`config.mk`:
```
export PLATFORM = sky130hd
export DESIGN_NAME = alu_issue_ctrl
export DESIGN_NICKNAME = d
export VERILOG_FILES = /design/src/rtl/alu_issue_ctrl.sv
export SDC_FILE = /design/constraint.sdc
export NUM_CORES = 1
export LEC_CHECK = 0
export ABC_AREA = 1
export BUFFER_PORTS_ARGS = -buffer_cell sky130_fd_sc_hd__buf_2
export CAP_MARGIN = 20
export CORE_MARGIN = 2
export CORE_UTILIZATION = 35
export DETAILED_ROUTE_END_ITERATION = 12
export GPL_TIMING_DRIVEN = 0
export PLACE_DENSITY = 0.61
export REMOVE_ABC_BUFFERS = 1
export SETUP_SLACK_MARGIN = 0.02
export SYNTH_ARGS = -nofsm -noshare
export SYNTH_HDL_FRONTEND = slang
export SYNTH_SLANG_ARGS = --single-unit
```
`constraint.sdc`:
```
create_clock -name clk -period 3.2 [get_ports clk]
set_clock_uncertainty 0.05 [all_clocks]
set_input_delay 0.32 -clock clk [delete_from_list [all_inputs] [get_ports clk]]
set_output_delay 0.32 -clock clk [all_outputs]
set_load 0.02 [all_outputs]
```
`src/rtl/alu_issue_ctrl.sv`:
```
// -----------------------------------------------------------------------------
// alu_issue_ctrl
//   Issue-side controller for the combinational 8-bit ALU. It takes one request
//   at a time over a valid/ready handshake and drives the ALU one pass at a
//   time. Each pass gets a fresh tag, and the controller waits for the ALU to
//   echo that tag back. It then captures result, carry-out and branch flag and
//   presents a response over a second valid/ready handshake. Wide (16-bit)
//   requests on the legal op subset run as two chained 8-bit passes. The second
//   pass consumes the carry produced by the first.
//   The architectural carry flag lives here.
//
// Ports
//   clk, reset          clock (rising edge) / asynchronous active-low reset
//   req_valid/ready     request handshake; ready only while idle
//   req_op, req_wide    ALU op code and 16-bit two-pass request
//   req_cin_clr         clear the carry flag before the first pass
//   req_a, req_b        16-bit operands (upper byte used only when wide)
//   alu_op/a/b/cin/tag  registered drive to the ALU (held while idle)
//   alu_rslt/cout/branch/echo   ALU outputs; echo == tag marks a valid result
//   rsp_valid/ready     response handshake
//   rsp_rslt            {hi, lo}; hi is zero for narrow ops, all zero on error
//   rsp_carry           carry flag after the op
//   rsp_branch          branch flag from the low pass
//   rsp_err             ALU failed to echo within TIMEOUT cycles
//   carry_flag          architectural carry
// -----------------------------------------------------------------------------
module alu_issue_ctrl #(
  parameter int CTR_W   = 12,
  parameter int TIMEOUT = 15
) (
  input  logic             clk,
  input  logic             reset,
  input  logic             req_valid,
  output logic             req_ready,
  input  logic [4:0]       req_op,
  input  logic             req_wide,
  input  logic             req_cin_clr,
  input  logic [15:0]      req_a,
  input  logic [15:0]      req_b,
  output logic [4:0]       alu_op,
  output logic [7:0]       alu_a,
  output logic [7:0]       alu_b,
  output logic             alu_cin,
  output logic [CTR_W-1:0] alu_tag,
  input  logic [7:0]       alu_rslt,
  input  logic             alu_cout,
  input  logic             alu_branch,
  input  logic [CTR_W-1:0] alu_echo,
  output logic             rsp_valid,
  input  logic             rsp_ready,
  output logic [15:0]      rsp_rslt,
  output logic             rsp_carry,
  output logic             rsp_branch,
  output logic             rsp_err,
  output logic             carry_flag
);

  typedef enum logic [2:0] {
    IDLE,
    ISSUE_LO,
    WAIT_LO,
    ISSUE_HI,
    WAIT_HI,
    RESP
  } state_t;

  localparam int TO_W = (TIMEOUT < 2) ? 1 : $clog2(TIMEOUT);

  // Ops that may be split into two chained 8-bit passes.
  function automatic logic is_wide_op(input logic [4:0] op);
    return op inside {5'b00000, 5'b00001, 5'b00010, 5'b00011, 5'b01010, 5'b01101};
  endfunction

  // Ops whose carry-out becomes the architectural carry.
  function automatic logic is_carry_op(input logic [4:0] op);
    return op inside {5'b00011, 5'b00100, 5'b00101, 5'b00110, 5'b01010, 5'b01101};
  endfunction

  state_t          state;
  logic [4:0]      op_q;
  logic [15:0]     a_q;
  logic [15:0]     b_q;
  logic [7:0]      lo_q;
  logic [7:0]      hi_q;
  logic            wide_q;
  logic            branch_q;
  logic            err_q;
  logic            carry_save;
  logic [TO_W-1:0] wait_cnt;

  logic accept;
  logic echo_hit;
  logic timed_out;

  assign accept    = (state == IDLE) && req_valid && req_ready;
  // The ALU is combinational, so a matching echo means alu_rslt belongs to
  // the pass currently on the alu_* outputs.
  assign echo_hit  = (alu_echo == alu_tag);
  assign timed_out = (wait_cnt == TO_W'(TIMEOUT - 1));

  // Operand and result capture; pure datapath, no reset needed.
  always_ff @(posedge clk) begin
    if (accept) begin
      op_q <= req_op;
      a_q  <= req_a;
      b_q  <= req_b;
      hi_q <= 8'h00;
    end
    if (state == WAIT_LO && echo_hit) lo_q <= alu_rslt;
    if (state == WAIT_HI && echo_hit) hi_q <= alu_rslt;
  end

  // Control FSM with all externally visible outputs registered.
  always_ff @(posedge clk or negedge reset) begin
    if (!reset) begin
      state      <= IDLE;
      req_ready  <= 1'b0;
      alu_op     <= '0;
      alu_a      <= '0;
      alu_b      <= '0;
      alu_cin    <= 1'b0;
      alu_tag    <= '0;
      rsp_valid  <= 1'b0;
      rsp_rslt   <= '0;
      rsp_carry  <= 1'b0;
      rsp_branch <= 1'b0;
      rsp_err    <= 1'b0;
      carry_flag <= 1'b0;
      wide_q     <= 1'b0;
      branch_q   <= 1'b0;
      err_q      <= 1'b0;
      carry_save <= 1'b0;
      wait_cnt   <= '0;
    end else begin
      case (state)
        IDLE: begin
          rsp_valid <= 1'b0;
          if (accept) begin
            req_ready  <= 1'b0;
            wide_q     <= req_wide && is_wide_op(req_op);
            // Pre-op carry is what a timed-out op must restore.
            carry_save <= carry_flag;
            branch_q   <= 1'b0;
            err_q      <= 1'b0;
            if (req_cin_clr) carry_flag <= 1'b0;
            state      <= ISSUE_LO;
          end else begin
            req_ready <= 1'b1;
          end
        end

        ISSUE_LO: begin
          alu_op   <= op_q;
          alu_a    <= a_q[7:0];
          alu_b    <= b_q[7:0];
          alu_cin  <= carry_flag;
          alu_tag  <= alu_tag + CTR_W'(1);
          wait_cnt <= '0;
          state    <= WAIT_LO;
        end

        WAIT_LO: begin
          if (echo_hit) begin
            branch_q <= alu_branch;
            if (is_carry_op(op_q)) carry_flag <= alu_cout;
            state <= wide_q ? ISSUE_HI : RESP;
          end else if (timed_out) begin
            err_q      <= 1'b1;
            branch_q   <= 1'b0;
            carry_flag <= carry_save;
            state      <= RESP;
          end else begin
            wait_cnt <= wait_cnt + TO_W'(1);
          end
        end

        ISSUE_HI: begin
          // carry_flag already holds the low-pass carry-out here.
          alu_a    <= a_q[15:8];
          alu_b    <= b_q[15:8];
          alu_cin  <= carry_flag;
          alu_tag  <= alu_tag + CTR_W'(1);
          wait_cnt <= '0;
          state    <= WAIT_HI;
        end

        WAIT_HI: begin
          if (echo_hit) begin
            if (is_carry_op(op_q)) carry_flag <= alu_cout;
            state <= RESP;
          end else if (timed_out) begin
            err_q      <= 1'b1;
            branch_q   <= 1'b0;
            carry_flag <= carry_save;
            state      <= RESP;
          end else begin
            wait_cnt <= wait_cnt + TO_W'(1);
          end
        end

        RESP: begin
          if (rsp_valid && rsp_ready) begin
            rsp_valid <= 1'b0;
            req_ready <= 1'b1;
            state     <= IDLE;
          end else begin
            // Sources are frozen while in RESP, so these reloads keep rsp_* stable.
            rsp_valid  <= 1'b1;
            rsp_rslt   <= err_q ? 16'h0000 : {hi_q, lo_q};
            rsp_carry  <= carry_flag;
            rsp_branch <= branch_q;
            rsp_err    <= err_q;
          end
        end

        default: state <= IDLE;
      endcase
    end
  end

endmodule

```
Yosys cells after proc, flatten, opt, wreduce, memory -nomap -nowiden
Index checks and enable logic that the tools add are counted.

Add/sub/neg operators: 2. Equal/unequal tests: 27. Multiplexer cells: 34. Bitwise gates (word level): 1. Reductions and logical operators: 26.

Operator list (count): 8-bit one-hot mux with 2 select lines (2); 5-bit by 4-bit equality test with 1-bit output, second input constant (4); 3-bit two-way mux (6); 3-bit one-hot mux with 6 select lines (1); 16-bit two-way mux (1); 8-bit two-way mux (2); 5-bit by 2-bit equality test with 1-bit output, second input constant (3); 5-bit by 3-bit equality test with 1-bit output, second input constant (3); 1-bit two-way mux (14); 12-bit by 1-bit adder with 12-bit output, second input constant (1); 12-bit equality test (1); 2-bit != test, second input constant (6); 6-bit nonzero test (2); 2-bit nonzero test (5); 4-bit two-way mux (2); 1-bit one-hot mux with 2 select lines (4); 4-bit one-hot mux with 2 select lines (1); 2-bit AND reduction (4); 3-bit by 2-bit equality test with 1-bit output, second input constant (2); 3-bit equality test, second input constant (2); 1-bit logical AND (6); 3-bit AND reduction (2); 5-bit by 1-bit equality test with 1-bit output, second input constant (1); 5-bit logical NOT (1); other kinds (13) (14).

Register bits after elaboration: 120. Output and inout bits: 56.

Longest topological paths before layout
Gate-level depths: netlist (run 1).

Depth after elaboration: 5. Depth in mapped cells: 13.

Worst setup path after synthesis (run 1)
No wires, ideal clock.

Path type: flip-flop to flip-flop. From: register state[2]. To: register a_q[0], enable pin. Library setup time: 0.395 ns. Arrival time: 1.678 ns. Required time: 2.755 ns. Setup slack: 1.077 ns. Stages on the path, launching flop included: 6. Path through: dfrtp_1 inv_2 nand2_2 nor2_4 nand3_1 inv_1.

Word-level cells in the longest chain between the ends: 3.

Ends and longest elaborated chain: from (decl) (line 79) `state_t state;`; from (signal assigned) (line 166) `state <= wide_q ? ISSUE_HI : RESP;`; 3-bit logical NOT (line 95) `assign accept = (state == IDLE) && req_valid && req_ready;`; 1-bit logical AND (2 in a row) (line 95); via accept (line 91) `logic accept;`; to (signal assigned) (line 105) `a_q <= req_a;`; to (decl) (line 81) `logic [15:0] a_q;`.

The timed path passes the listed nets, and every way through them passes these cells. A chain may end at the register's enable or synchronous reset.

Worst setup path in the final report (run 1)
From: register alu_tag[10]. To: register hi_q[1], enable pin.

Word-level cells in the longest chain between the ends: 3.

Ends and longest elaborated chain: from (decl) (line 44) `output logic [CTR_W-1:0] alu_tag,`; from (signal assigned) (line 157) `alu_tag <= alu_tag + CTR_W'(1);`; from (signal assigned) (line 182) `alu_tag <= alu_tag + CTR_W'(1);`; 12-bit equality test (line 98) `assign echo_hit = (alu_echo == alu_tag);`; 1-bit logical AND (line 110) `if (state == WAIT_HI && echo_hit) hi_q <= alu_rslt;`; 2-bit nonzero test (no line); to (signal assigned) (line 110); to (decl) (line 84) `logic [7:0] hi_q;`.

No other way between the ends.

==> results of run 1 <==
==> how the worst min path moves through the flow <==
stage / start / to / slack (ns)
after detailed placement: a_q[8]$_DFFE_PP_ / alu_a[0]$_DFFE_PN0N_ / 0.39
after CTS: reset / alu_a[6]$_DFFE_PN0N_ / 0.01
after floorplan: reset / alu_a[0]$_DFFE_PN0N_ / -0.03
final: reset / alu_a[6]$_DFFE_PN0N_ / -0.02
after global routing: req_b[10] / b_q[10]$_DFFE_PP_ / 0.008
after global placement: b_q[12]$_DFFE_PP_ / alu_b[4]$_DFFE_PN0N_ / 0.38
==> state kept, by name, indices dropped and copies added, names as in the netlist, 3 cells and up <==
signal	count
a_q	16
b_q	16
rsp_rslt	16
alu_tag	12
alu_a	8
alu_b	8
hi_q	8
lo_q	8
alu_op	5
op_q	5
wait_cnt	4
state	3
==> power groups by stage <==
| stage | Clock, mW | Sequential (mW) | Combinational (mW) |
|---|---|---|---|
| 2_1_floorplan | 0 | 2.62 | 0.830 |
| 3_3_place_gp | 0 | 2.33 | 1.67 |
| 3_5_place_dp | 0 | 2.34 | 1.73 |
| 4_1_cts | 2.01 | 2.32 | 1.74 |
| 5_1_grt | 2.09 | 2.37 | 1.93 |
| 6_report | 1.97 | 2.31 | 1.71 |
==> routing by layer <==
| layer | wire [µm] | vias up |
|---|---|---|
| met3 | 692 | 18 |
| met1 | 4654 | 1747 |
| li1 | - | 1819 |
| met5 | 0 | - |
| met4 | 202 | 0 |
| met2 | 5260 | 110 |
==> metrics by stage <==
stage | cell area, µm² | power (mW)
2_1_floorplan | 4918 | 3.448
3_3_place_gp | 5744 | 4.001
3_5_place_dp | 5758 | 4.074
4_1_cts | 6377 | 6.070
5_1_grt | 6389 | 6.387
6_report | 6389 | 5.997
==> placed cells by master (no fill, tap or decap), types with 2 or more instances in the layout <==
cell type,instances
sky130_fd_sc_hd__nand2_1,139
sky130_fd_sc_hd__buf_2,119
sky130_fd_sc_hd__dfrtp_1,67
sky130_fd_sc_hd__edfxtp_1,53
sky130_fd_sc_hd__inv_1,50
sky130_fd_sc_hd__nand3_1,33
sky130_fd_sc_hd__nor2_1,33
sky130_fd_sc_hd__clkbuf_16,17
sky130_fd_sc_hd__a22o_1,16
sky130_fd_sc_hd__o21ai_0,13
sky130_fd_sc_hd__xor2_1,10
sky130_fd_sc_hd__a21oi_1,9
sky130_fd_sc_hd__a22oi_1,6
sky130_fd_sc_hd__inv_2,5
sky130_fd_sc_hd__xnor2_1,5
sky130_fd_sc_hd__bufinv_16,4
sky130_fd_sc_hd__nand2_2,3
sky130_fd_sc_hd__nor2_2,3
sky130_fd_sc_hd__nor3_2,3
sky130_fd_sc_hd__ha_1,3
sky130_fd_sc_hd__clkinv_2,3
sky130_fd_sc_hd__clkinv_1,3
sky130_fd_sc_hd__clkinv_4,3
sky130_fd_sc_hd__nor2_4,2
sky130_fd_sc_hd__o211ai_1,2
sky130_fd_sc_hd__nand4_1,2
sky130_fd_sc_hd__buf_6,2
==> area by class of cell <==
cell class | instances | area (µm²) | area share (%)
clock buffers | 18 | 439.2 | 6.874
clock inverters | 14 | 180.2 | 2.820
inverters | 55 | 206.4 | 3.231
multi-input cells | 289 | 1444 | 22.60
flip-flops and latches | 120 | 3268 | 51.16
well taps | 180 | 225.2 | 3.525
repair buffers | 122 | 625.6 | 9.792
==> logic make-up after synthesis <==
family	Yosys count	share of synthesized area (%)
fa+ha+maj	3	0.7571
flops	120	65.91
buf+inv	63	4.971
xor+xnor	15	2.649
simple gates	221	18.95
compound gates	50	6.762
==> insert_results.sql, run 1 <==
INSERT INTO impl_metrics (metric_group, metric, value, unit) VALUES
('floorplan', 'dieArea', '0.01514', 'mm²'),
('synth', 'synth_ff_type', 'sky130_fd_sc_hd__dfrtp_1', ''),
('power_and_ir_drop', 'switchingPower', '2.035', 'mW'),
('cts', 'clock_pin_slew_on_the_worst_setup_and_hold_paths', '0.06', 'ns'),
('drt', 'number_of_violations_reported_at_the_end_of_detailed_routing_iteration_0', '185', ''),
('critical_path', 'ff2ff_path_depth', '7', ''),
('cts', 'cts_post_setup_buffers_inserted', '0', ''),
('floorplan', 'placement_rows', '43', ''),
('min_path', 'hold_class', 'input port to asynchronous set/reset pin', ''),
('timing', 'final_min_period_over_clock_period', '78.81', '%'),
('grt', 'grtUsageTotal', '15.18', '%'),
('grt', 'gr-total-overflow', '0', ''),
('grt', 'grt_pass1_vias', '3680', ''),
('synth', 'synthCells', '472', ''),
('critical_path', 'timing.critical_path.max_delay_family', 'simple AND/OR/NAND/NOR gates', ''),
('timing', 'postLayoutSetupSlackWorst', '0.6781', 'ns'),
('cts', 'tritoncts', 'done', ''),
('critical_path', 'critPathMaxFanout', '12', ''),
('drt', 'remaining_drc_errors', '0', ''),
('cts', 'worst_skew_pair.late_latency', '0.41', 'ns'),
('placed_design', 'numPlacedInstances', '765', ''),
('power_and_ir_drop', 'clockPowerShare', '32.9', '%'),
('critical_path', 'worst-endpoint-required', '3.22', 'ns'),
('synth', 'synthDominantCellAreaShare', '33.81', '%'),
('critical_path', 'timing.critical_path.buf_inv', '1', ''),
('finish', 'instances_no_fill', '798', ''),
('timing', 'final_hold_viol_count', '35', ''),
('floorplan', 'io-pin-count', '121', ''),
('grt', 'met1_usage', '18.08', '%'),
('grt', 'grt_max_degree', '68', ''),
('power_and_ir_drop', 'sequentialPowerShare', '38.6', '%'),
('power_and_ir_drop', 'cellPowerDensity', '938.7', 'mW/mm²'),
('synth', 'postSynthAreaPerCell', '10.51', 'µm²'),
('floorplan', 'initial_core_util', '35.72', '%'),
('placed_design', 'dpl.hpwl', '7476', 'µm'),
('synth', 'library_cell_with_the_highest_instance_count_after_synthesis', 'sky130_fd_sc_hd__nand2_1', ''),
('power_and_ir_drop', 'p_comb_share', '28.5', '%'),
('synth', 'yosys-top-cells-area', 'sky130_fd_sc_hd__dfrtp_1 (34%), sky130_fd_sc_hd__edfxtp_1 (32%), sky130_fd_sc_hd__nand2_1 (11%), sky130_fd_sc_hd__inv_1 (3.9%), sky130_fd_sc_hd__nand3_1 (3.3%)', ''),
('grt', 'antenna_found_initial', '0', ''),
('power_and_ir_drop', 'p_sw_share', '33.94', '%'),
('synth', 'synth-edff-count', '53', ''),
('power_and_ir_drop', 'peakVddDrop', '441.3', 'µV'),
('placed_design', 'place_ws', '0.6568', 'ns'),
('power_and_ir_drop', 'power.static_leakage', '3.178', 'nW'),
('critical_path', 'crit-reg2reg-launch', 'alu_tag[10]$_DFFE_PN0N_', ''),
('grt', 'gr-usage-met2', '24.93', '%'),
('timing', 'slew_violations', '0', ''),
('synth', 'synth.yosys.seq_area_share', '65.91', '%'),
('drt', 'viasPerCell', '4.629', ''),
('drt', 'antenna_left', '0', ''),
('timing', 'worst_pin_slew', '0.8864', 'ns'),
('synth', 'syn_std_cell_area', '0.004959', 'mm²'),
('floorplan', 'floorplan.core_area', '0.01388', 'mm²'),
('finish', 'fill_cells', '1297', ''),
('critical_path', 'timing_worst_setup_path_type', 'flop to flop', ''),
('cts', 'cts.hold.buffers_added', '0', ''),
('synth', 'synth-seq-cells', '120', ''),
('run_status', 'failing_checks', 'hold timing', ''),
('placed_design', 'numPortBuffers', '120', ''),
('grt', 'grt_util_met3', '5.212', '%'),
('timing', 'clock.fmax', '0.3965', 'GHz'),
('job', 'drv.max_cap_violation_count', '0', ''),
('timing', 'maxSlewHeadroom', '40.76', '%'),
('synth', 'yosysWarningCount', '0', ''),
('timing', 'grt_setup_unrepaired', 'false', ''),
('timing', 'worst_hold_slack', '-0.02218', 'ns'),
('critical_path', 'critical_path.endpoint_type', 'flop', ''),
('run_status', 'status', 'complete, but fails checks', ''),
('finish', 'post_route_cells_drive_above_1_share', '27.35', '%'),
('floorplan', 'fp.dieW', '123.0', 'µm'),
('power_and_ir_drop', 'intPower', '3.962', 'mW');
No activity file was read; power rests on OpenSTA's default activity.
==> run 2: changes to the inputs <==
==> constraint.sdc (replaced) <==
create_clock -name clk -period 2.48 [get_ports clk]
set_clock_uncertainty 0.05 [all_clocks]
set_input_delay 0.248 -clock clk [delete_from_list [all_inputs] [get_ports clk]]
set_output_delay 0.248 -clock clk [all_outputs]
set_load 0.02 [all_outputs]
==> insert_results.sql, run 2 (same netlist as run 1, synthesis figures left out) <==
INSERT INTO impl_metrics (metric_group, metric, value, unit) VALUES
('grt', 'gr-total-overflow', '0', ''),
('drt', 'wl_per_cell', '13.45', 'µm'),
('critical_path', 'regToRegSetupSlack', '0.27', 'ns'),
('cts', 'cts_post_setup_buffers_inserted', '0', ''),
('placed_design', 'numPlacedInstances', '765', ''),
('cts', 'cts_max_level', '4', ''),
('floorplan', 'fp.dieW', '123.0', 'µm'),
('cts', 'tritoncts_num_sinks', '120', ''),
('finish', 'most_common_library_cell_in_the_layout_ignoring_fill_and_taps', 'sky130_fd_sc_hd__nand2_1', ''),
('finish', 'finalNetCount', '719', ''),
('power_and_ir_drop', 'peakVddDrop', '557.8', 'µV'),
('timing', 'postLayoutSetupSlackWorst', '0.2667', 'ns'),
('timing', 'slew_violations', '0', ''),
('finish', 'diodes', '0', ''),
('min_path', 'hold_class', 'input port to flop', ''),
('timing', 'layout_min_cycle_time', '2.213', 'ns'),
('finish', 'post_route_cells_drive_above_1_share', '26.05', '%'),
('placed_design', 'place_ws', '-0.06319', 'ns'),
('critical_path', 'critPathMaxFanout', '12', ''),
('finish', 'area_growth_syn_to_layout', '38.48', '%'),
('grt', 'grt_max_degree', '68', ''),
('drt', 'number_of_violations_reported_at_the_end_of_detailed_routing_iteration_0', '163', ''),
('placed_design', 'dpl.hpwl', '7476', 'µm'),
('critical_path', 'critical_path.endpoint_type', 'flop', ''),
('floorplan', 'floorplan.core_area', '0.01388', 'mm²'),
('power_and_ir_drop', 'cellPowerDensity', '1138', 'mW/mm²'),
('floorplan', 'placement_rows', '43', ''),
('timing', 'maxSlewHeadroom', '42.61', '%'),
('drt', 'route.final.wire_length', '11350', 'µm'),
('timing', 'grt_setup_unrepaired', 'false', ''),
('drt', 'viasPerCell', '4.590', ''),
('floorplan', 'io-pin-count', '121', ''),
('timing', 'worst_hold_slack', '0.07155', 'ns'),
('critical_path', 'ff2ff_path_depth', '7', ''),
('min_path', 'worst_hold_startpoint', 'req_wide', ''),
('timing', 'clock.fmax', '0.4518', 'GHz'),
('critical_path', 'worst-endpoint-required', '2.54', 'ns'),
('cts', 'worst_skew_pair.late_latency', '0.41', 'ns'),
('critical_path', 'crit-reg2reg-launch', 'alu_tag[10]$_DFFE_PN0N_', ''),
('finish', 'instances_no_fill', '844', ''),
('floorplan', 'initial_core_util', '35.72', '%'),
('cts', 'root_cell_of_the_clock_tree', 'sky130_fd_sc_hd__clkbuf_16', ''),
('power_and_ir_drop', 'design_power_total', '7.815', 'mW'),
('finish', 'layout.cell_area.non_filler', '0.006867', 'mm²'),
('grt', 'antenna_found_initial', '0', ''),
('cts', 'clock_pin_slew_on_the_worst_setup_and_hold_paths', '0.05', 'ns'),
('timing', 'worst_pin_slew', '0.8609', 'ns'),
('drt', 'antenna_left', '0', ''),
('finish', 'most-common-layout-cells', 'sky130_fd_sc_hd__nand2_1 (137), sky130_fd_sc_hd__buf_2 (119), sky130_fd_sc_hd__dfrtp_1 (67)', ''),
('critical_path', 'setup.worst_path.start_class', 'flop', ''),
('timing', 'final_hold_viol_count', '0', ''),
('drt', 'dr_total_vias', '3874', ''),
('critical_path', 'reg2reg_to', 'hi_q[7]$_SDFFCE_PN0P_', ''),
('cts', 'tritoncts.num_buffers', '17', ''),
('min_path', 'worst_hold_path.endpoint', 'wide_q$_DFFE_PN0P_', ''),
('grt', 'grtUsageTotal', '15.84', '%'),
('job', 'drv.max_cap_violation_count', '0', ''),
('drt', 'remaining_drc_errors', '0', ''),
('finish', 'biggestRegsByFlops', 'a_q x16, b_q x16, rsp_rslt x16', ''),
('cts', 'maximum_clock_insertion_buffer_count', '2', ''),
('critical_path', 'timing_worst_setup_path_type', 'flop to flop', ''),
('timing', 'final_min_period_over_clock_period', '89.25', '%'),
('min_path', 'min_delay_path_depth', '3', ''),
('power_and_ir_drop', 'power.static_leakage', '3.371', 'nW'),
('critical_path', 'critical_path_arrival', '2.27', 'ns'),
('grt', 'global_route_wire_length_before_repair', '18240', 'µm'),
('cts', 'tritoncts', 'done', ''),
('placed_design', 'place_congestion', '0.7577', ''),
('finish', 'final_core_utilization', '49.47', '%'),
('timing', 'finalSetupViolCount', '0', ''),
('floorplan', 'dieArea', '0.01514', 'mm²'),
('run_status', 'status', 'finished, final reports clean', ''),
('drt', 'first_pass_iters', '4', ''),
('grt', 'grt_pass1_vias', '3916', ''),
('placed_design', 'numPortBuffers', '120', ''),
('timing', 'totalNegativeSetupSlack', '0', 'ns'),
('placed_design', 'placedInstanceArea', '0.005758', 'mm²'),
('floorplan', 'dieHeight', '123.0', 'µm');
==> run 2: how the worst max path moves through the flow <==
stage,start,end,depth (start not counted)
6_report,alu_tag[10]$_DFFE_PN0N_,hi_q[7]$_SDFFCE_PN0P_,7
2_1_floorplan,state[2]$_DFFE_PN0P_,a_q[0]$_DFFE_PP_,5
4_1_cts,alu_tag[10]$_DFFE_PN0N_,hi_q[6]$_SDFFCE_PN0P_,7
5_1_grt,state[2]$_DFFE_PN0P_,wide_q$_DFFE_PN0P_,7
3_5_place_dp,alu_tag[10]$_DFFE_PN0N_,hi_q[2]$_SDFFCE_PN0P_,7
3_3_place_gp,state[2]$_DFFE_PN0P_,wide_q$_DFFE_PN0P_,7
==> run 2: worst max-delay path, stage by stage (launching register included) <==
cell                      delay, ns
sky130_fd_sc_hd__dfrtp_1       0.42
sky130_fd_sc_hd__xnor2_1       0.28
sky130_fd_sc_hd__nand2_1       0.08
sky130_fd_sc_hd__nor2_1        0.11
sky130_fd_sc_hd__nand3_2       0.24
sky130_fd_sc_hd__inv_1         0.18
sky130_fd_sc_hd__nand2_1       0.29
sky130_fd_sc_hd__nand2_4       0.25
==> run 2: layer usage <==
metal / global-route usage (%) / vias up / share of wire (%)
met5: 0 / - / 0
met4: 6.676 / 0 / 1.8
met3: 5.120 / 19 / 5.6
met2: 26.97 / 101 / 50
met1: 18.38 / 1840 / 43
li1: - / 1914 / -
==> run 2: what timing repair did <==
action	4_1_cts	5_1_grt
endpoints found under the hold margin	112	0
pin swaps	0	0
hold buffers	46	0
gates resized for setup	2	3
endpoints found under the setup margin	16	24
==> run 2: final cells by class <==
| class | count | area [µm²] |
|---|---|---|
| multi-input cells | 289 | 1461 |
| flip-flops and latches | 120 | 3268 |
| clock inverters | 14 | 180.2 |
| clock buffers | 18 | 439.2 |
| repair buffers | 168 | 1086 |
| fillers | 1254 | 7014 |
| well taps | 180 | 225.2 |
| inverters | 55 | 206.4 |
==> run 2: power by group <==
| part | internal, mW | switching, mW |
|---|---|---|
| combinational | 0.805 | 1.47 |
| clock | 1.69 | 0.853 |
| sequential | 2.67 | 0.327 |
==> run 3: changes to the inputs <==
==> constraint.sdc (replaced) <==
create_clock -name clk -period 2.48 [get_ports clk]
set_clock_uncertainty 0.05 [all_clocks]
set_input_delay 0 -clock clk [delete_from_list [all_inputs] [get_ports clk]]
set_output_delay 0 -clock clk [all_outputs]
set_load 0.02 [all_outputs]
==> insert_results.sql, run 3 (same netlist as run 1, synthesis figures left out) <==
INSERT INTO impl_metrics (metric_group, metric, value, unit) VALUES
('run_status', 'status', 'finished, final reports clean', ''),
('placed_design', 'place_congestion', '0.7577', ''),
('power_and_ir_drop', 'p_sw_share', '33.92', '%'),
('power_and_ir_drop', 'power.static_leakage', '3.379', 'nW'),
('placed_design', 'dpl.hpwl', '7476', 'µm'),
('power_and_ir_drop', 'cellPowerDensity', '1135', 'mW/mm²'),
('cts', 'cts_max_level', '4', ''),
('floorplan', 'dieArea', '0.01514', 'mm²'),
('grt', 'grtUsageTotal', '15.83', '%'),
('timing', 'clock.fmax', '0.4485', 'GHz'),
('cts', 'worst_skew_pair.late_latency', '0.41', 'ns'),
('finish', 'multi_input_comb_area', '0.001461', 'mm²'),
('finish', 'finalNetCount', '721', ''),
('timing', 'totalNegativeSetupSlack', '0', 'ns'),
('cts', 'cts_post_setup_buffers_inserted', '0', ''),
('finish', 'biggestRegsByFlops', 'a_q x16, b_q x16, rsp_rslt x16', ''),
('finish', 'diodes', '0', ''),
('drt', 'route.final.wire_length', '11400', 'µm'),
('drt', 'first_pass_iters', '4', ''),
('critical_path', 'critical_path_arrival', '2.51', 'ns'),
('drt', 'dr_total_vias', '3893', ''),
('finish', 'final-seq-area', '0.003268', 'mm²'),
('power_and_ir_drop', 'peakVddDrop', '573.5', 'µV'),
('finish', 'final_core_utilization', '49.61', '%'),
('timing', 'final_hold_viol_count', '0', ''),
('critical_path', 'critical_path.cell_chain', 'inv_2, nand2_2, nor2_4, nand3_1, inv_2, nand3_1, o22ai_1', ''),
('timing', 'slew_violations', '0', ''),
('power_and_ir_drop', 'switchingPower', '2.651', 'mW'),
('drt', 'remaining_drc_errors', '0', ''),
('critical_path', 'critPathMaxFanout', '42', ''),
('drt', 'wl_per_cell', '13.48', 'µm'),
('floorplan', 'floorplan.core_area', '0.01388', 'mm²'),
('floorplan', 'io-pin-count', '121', ''),
('placed_design', 'numPortBuffers', '120', ''),
('power_and_ir_drop', 'intPower', '5.165', 'mW'),
('finish', 'fill_cells', '1251', ''),
('drt', 'number_of_violations_reported_at_the_end_of_detailed_routing_iteration_0', '196', ''),
('power_and_ir_drop', 'clockPowerShare', '32.6', '%'),
('job', 'drv.max_cap_violation_count', '0', ''),
('finish', 'area_growth_syn_to_layout', '38.88', '%'),
('grt', 'grt_max_degree', '68', ''),
('timing', 'final_min_period_over_clock_period', '89.91', '%'),
('critical_path', 'crit_slowest_cell', 'sky130_fd_sc_hd__inv_2', ''),
('critical_path', 'setup.worst_path.start_class', 'flop', ''),
('grt', 'antenna_found_initial', '0', ''),
('timing', 'layout_min_cycle_time', '2.230', 'ns'),
('timing', 'worst_pin_slew', '0.8666', 'ns'),
('timing', 'worst_hold_slack', '0.04727', 'ns'),
('drt', 'antenna_left', '0', ''),
('cts', 'tritoncts_num_sinks', '120', ''),
('cts', 'maximum_clock_insertion_buffer_count', '2', ''),
('finish', 'most-common-layout-cells', 'sky130_fd_sc_hd__nand2_1 (137), sky130_fd_sc_hd__buf_2 (119), sky130_fd_sc_hd__dfrtp_1 (67)', ''),
('grt', 'grt_pass1_vias', '3964', ''),
('grt', 'global_route_wire_length_before_repair', '18240', 'µm'),
('min_path', 'hold_class', 'input port to flop', ''),
('cts', 'clock_pin_slew_on_the_worst_setup_and_hold_paths', '0.05', 'ns'),
('floorplan', 'initial_core_util', '35.72', '%'),
('finish', 'post_route_cells_drive_above_1_share', '25.98', '%'),
('critical_path', 'timing_worst_setup_path_type', 'flop to flop', ''),
('power_and_ir_drop', 'sequentialPowerShare', '38.3', '%'),
('drt', 'viasPerCell', '4.602', ''),
('critical_path', 'critical-path-max-stage-delay', '0.71', 'ns'),
('finish', 'most_common_library_cell_in_the_layout_ignoring_fill_and_taps', 'sky130_fd_sc_hd__nand2_1', ''),
('floorplan', 'placement_rows', '43', ''),
('cts', 'tritoncts', 'done', ''),
('critical_path', 'worst-endpoint-required', '2.76', 'ns'),
('timing', 'grt_setup_unrepaired', 'false', ''),
('cts', 'tritoncts.num_buffers', '17', ''),
('grt', 'gr-total-overflow', '0', ''),
('cts', 'root_cell_of_the_clock_tree', 'sky130_fd_sc_hd__clkbuf_16', ''),
('timing', 'maxSlewHeadroom', '42.23', '%'),
('floorplan', 'fp.dieW', '123.0', 'µm'),
('floorplan', 'dieHeight', '123.0', 'µm'),
('critical_path', 'critical_path.endpoint_type', 'flop', ''),
('timing', 'finalSetupViolCount', '0', ''),
('power_and_ir_drop', 'p_comb_share', '29.2', '%');
## run 3: metrics by stage
stage               cell area (µm²)  cells  power [mW]  worst slack, ns
floorplan                      4918    464       4.449           0.3574
global placement               5744    764       5.163          -0.1698
detailed placement             5758    765       5.257         -0.06319
CTS                            6863    845       7.893          0.04510
global route                   6887    846       8.314          0.06238
finish                         6887    846       7.816           0.2502
## run 3: layer usage
layer  share of wire, %  wire length, µm  GRT usage (%)
met1                 43             4846          18.29
met2                 50             5722          26.86
met3                5.6              639          5.028
met4                1.7              193          7.173
met5                  0                0              0
## run 3: repair_timing
item | CTS | global route
endpoints found under the setup margin | 16 | 24
hold buffers | 48 | 0
gates resized for setup | 2 | 3
hold endpoints to repair | 122 | 0
## run 3: final cells by class
cell class	instances	area share, %
repair buffers	170	16.06
flip-flops and latches	120	47.46
clock inverters	14	2.616
well taps	180	3.270
inverters	55	2.998
multi-input cells	289	21.22
clock buffers	18	6.377
## run 3: worst max-delay path, delay by kind of cell, from the launching register on
family                 cells  cell delay [ns]
and+or+nand+nor            4             0.62
DFF                        1             0.46
AOI/OAI and AO/OA          1             0.16
buffers and inverters      2             0.81
## run 3: power groups by stage
stage	registers, mW	logic, mW	clock network [mW]
floorplan	3.38	1.07	0
global placement	3.01	2.16	0
detailed placement	3.02	2.24	0
CTS	3.00	2.30	2.60
global route	3.05	2.56	2.70
finish	2.99	2.28	2.54
## run 3: path summary, 6_finish.rpt
path / slack, ns / cells after the start / from / end
hold reg to reg: 0.40 / 2 / a_q[11]$_DFFE_PP_ / alu_a[3]$_DFFE_PN0N_
min in group asynchronous: 0.21 / 2 / reset / alu_a[6]$_DFFE_PN0N_
hold / removal: 0.05 / 7 / alu_branch / branch_q$_DFFE_PN0P_
max in group asynchronous: 1.60 / 2 / reset / alu_tag[1]$_DFFE_PN0N_
setup / recovery: 0.25 / 7 / state[2]$_DFFE_PN0P_ / wide_q$_DFFE_PN0P_
setup reg to reg: 0.25 / 7 / state[2]$_DFFE_PN0P_ / wide_q$_DFFE_PN0P_
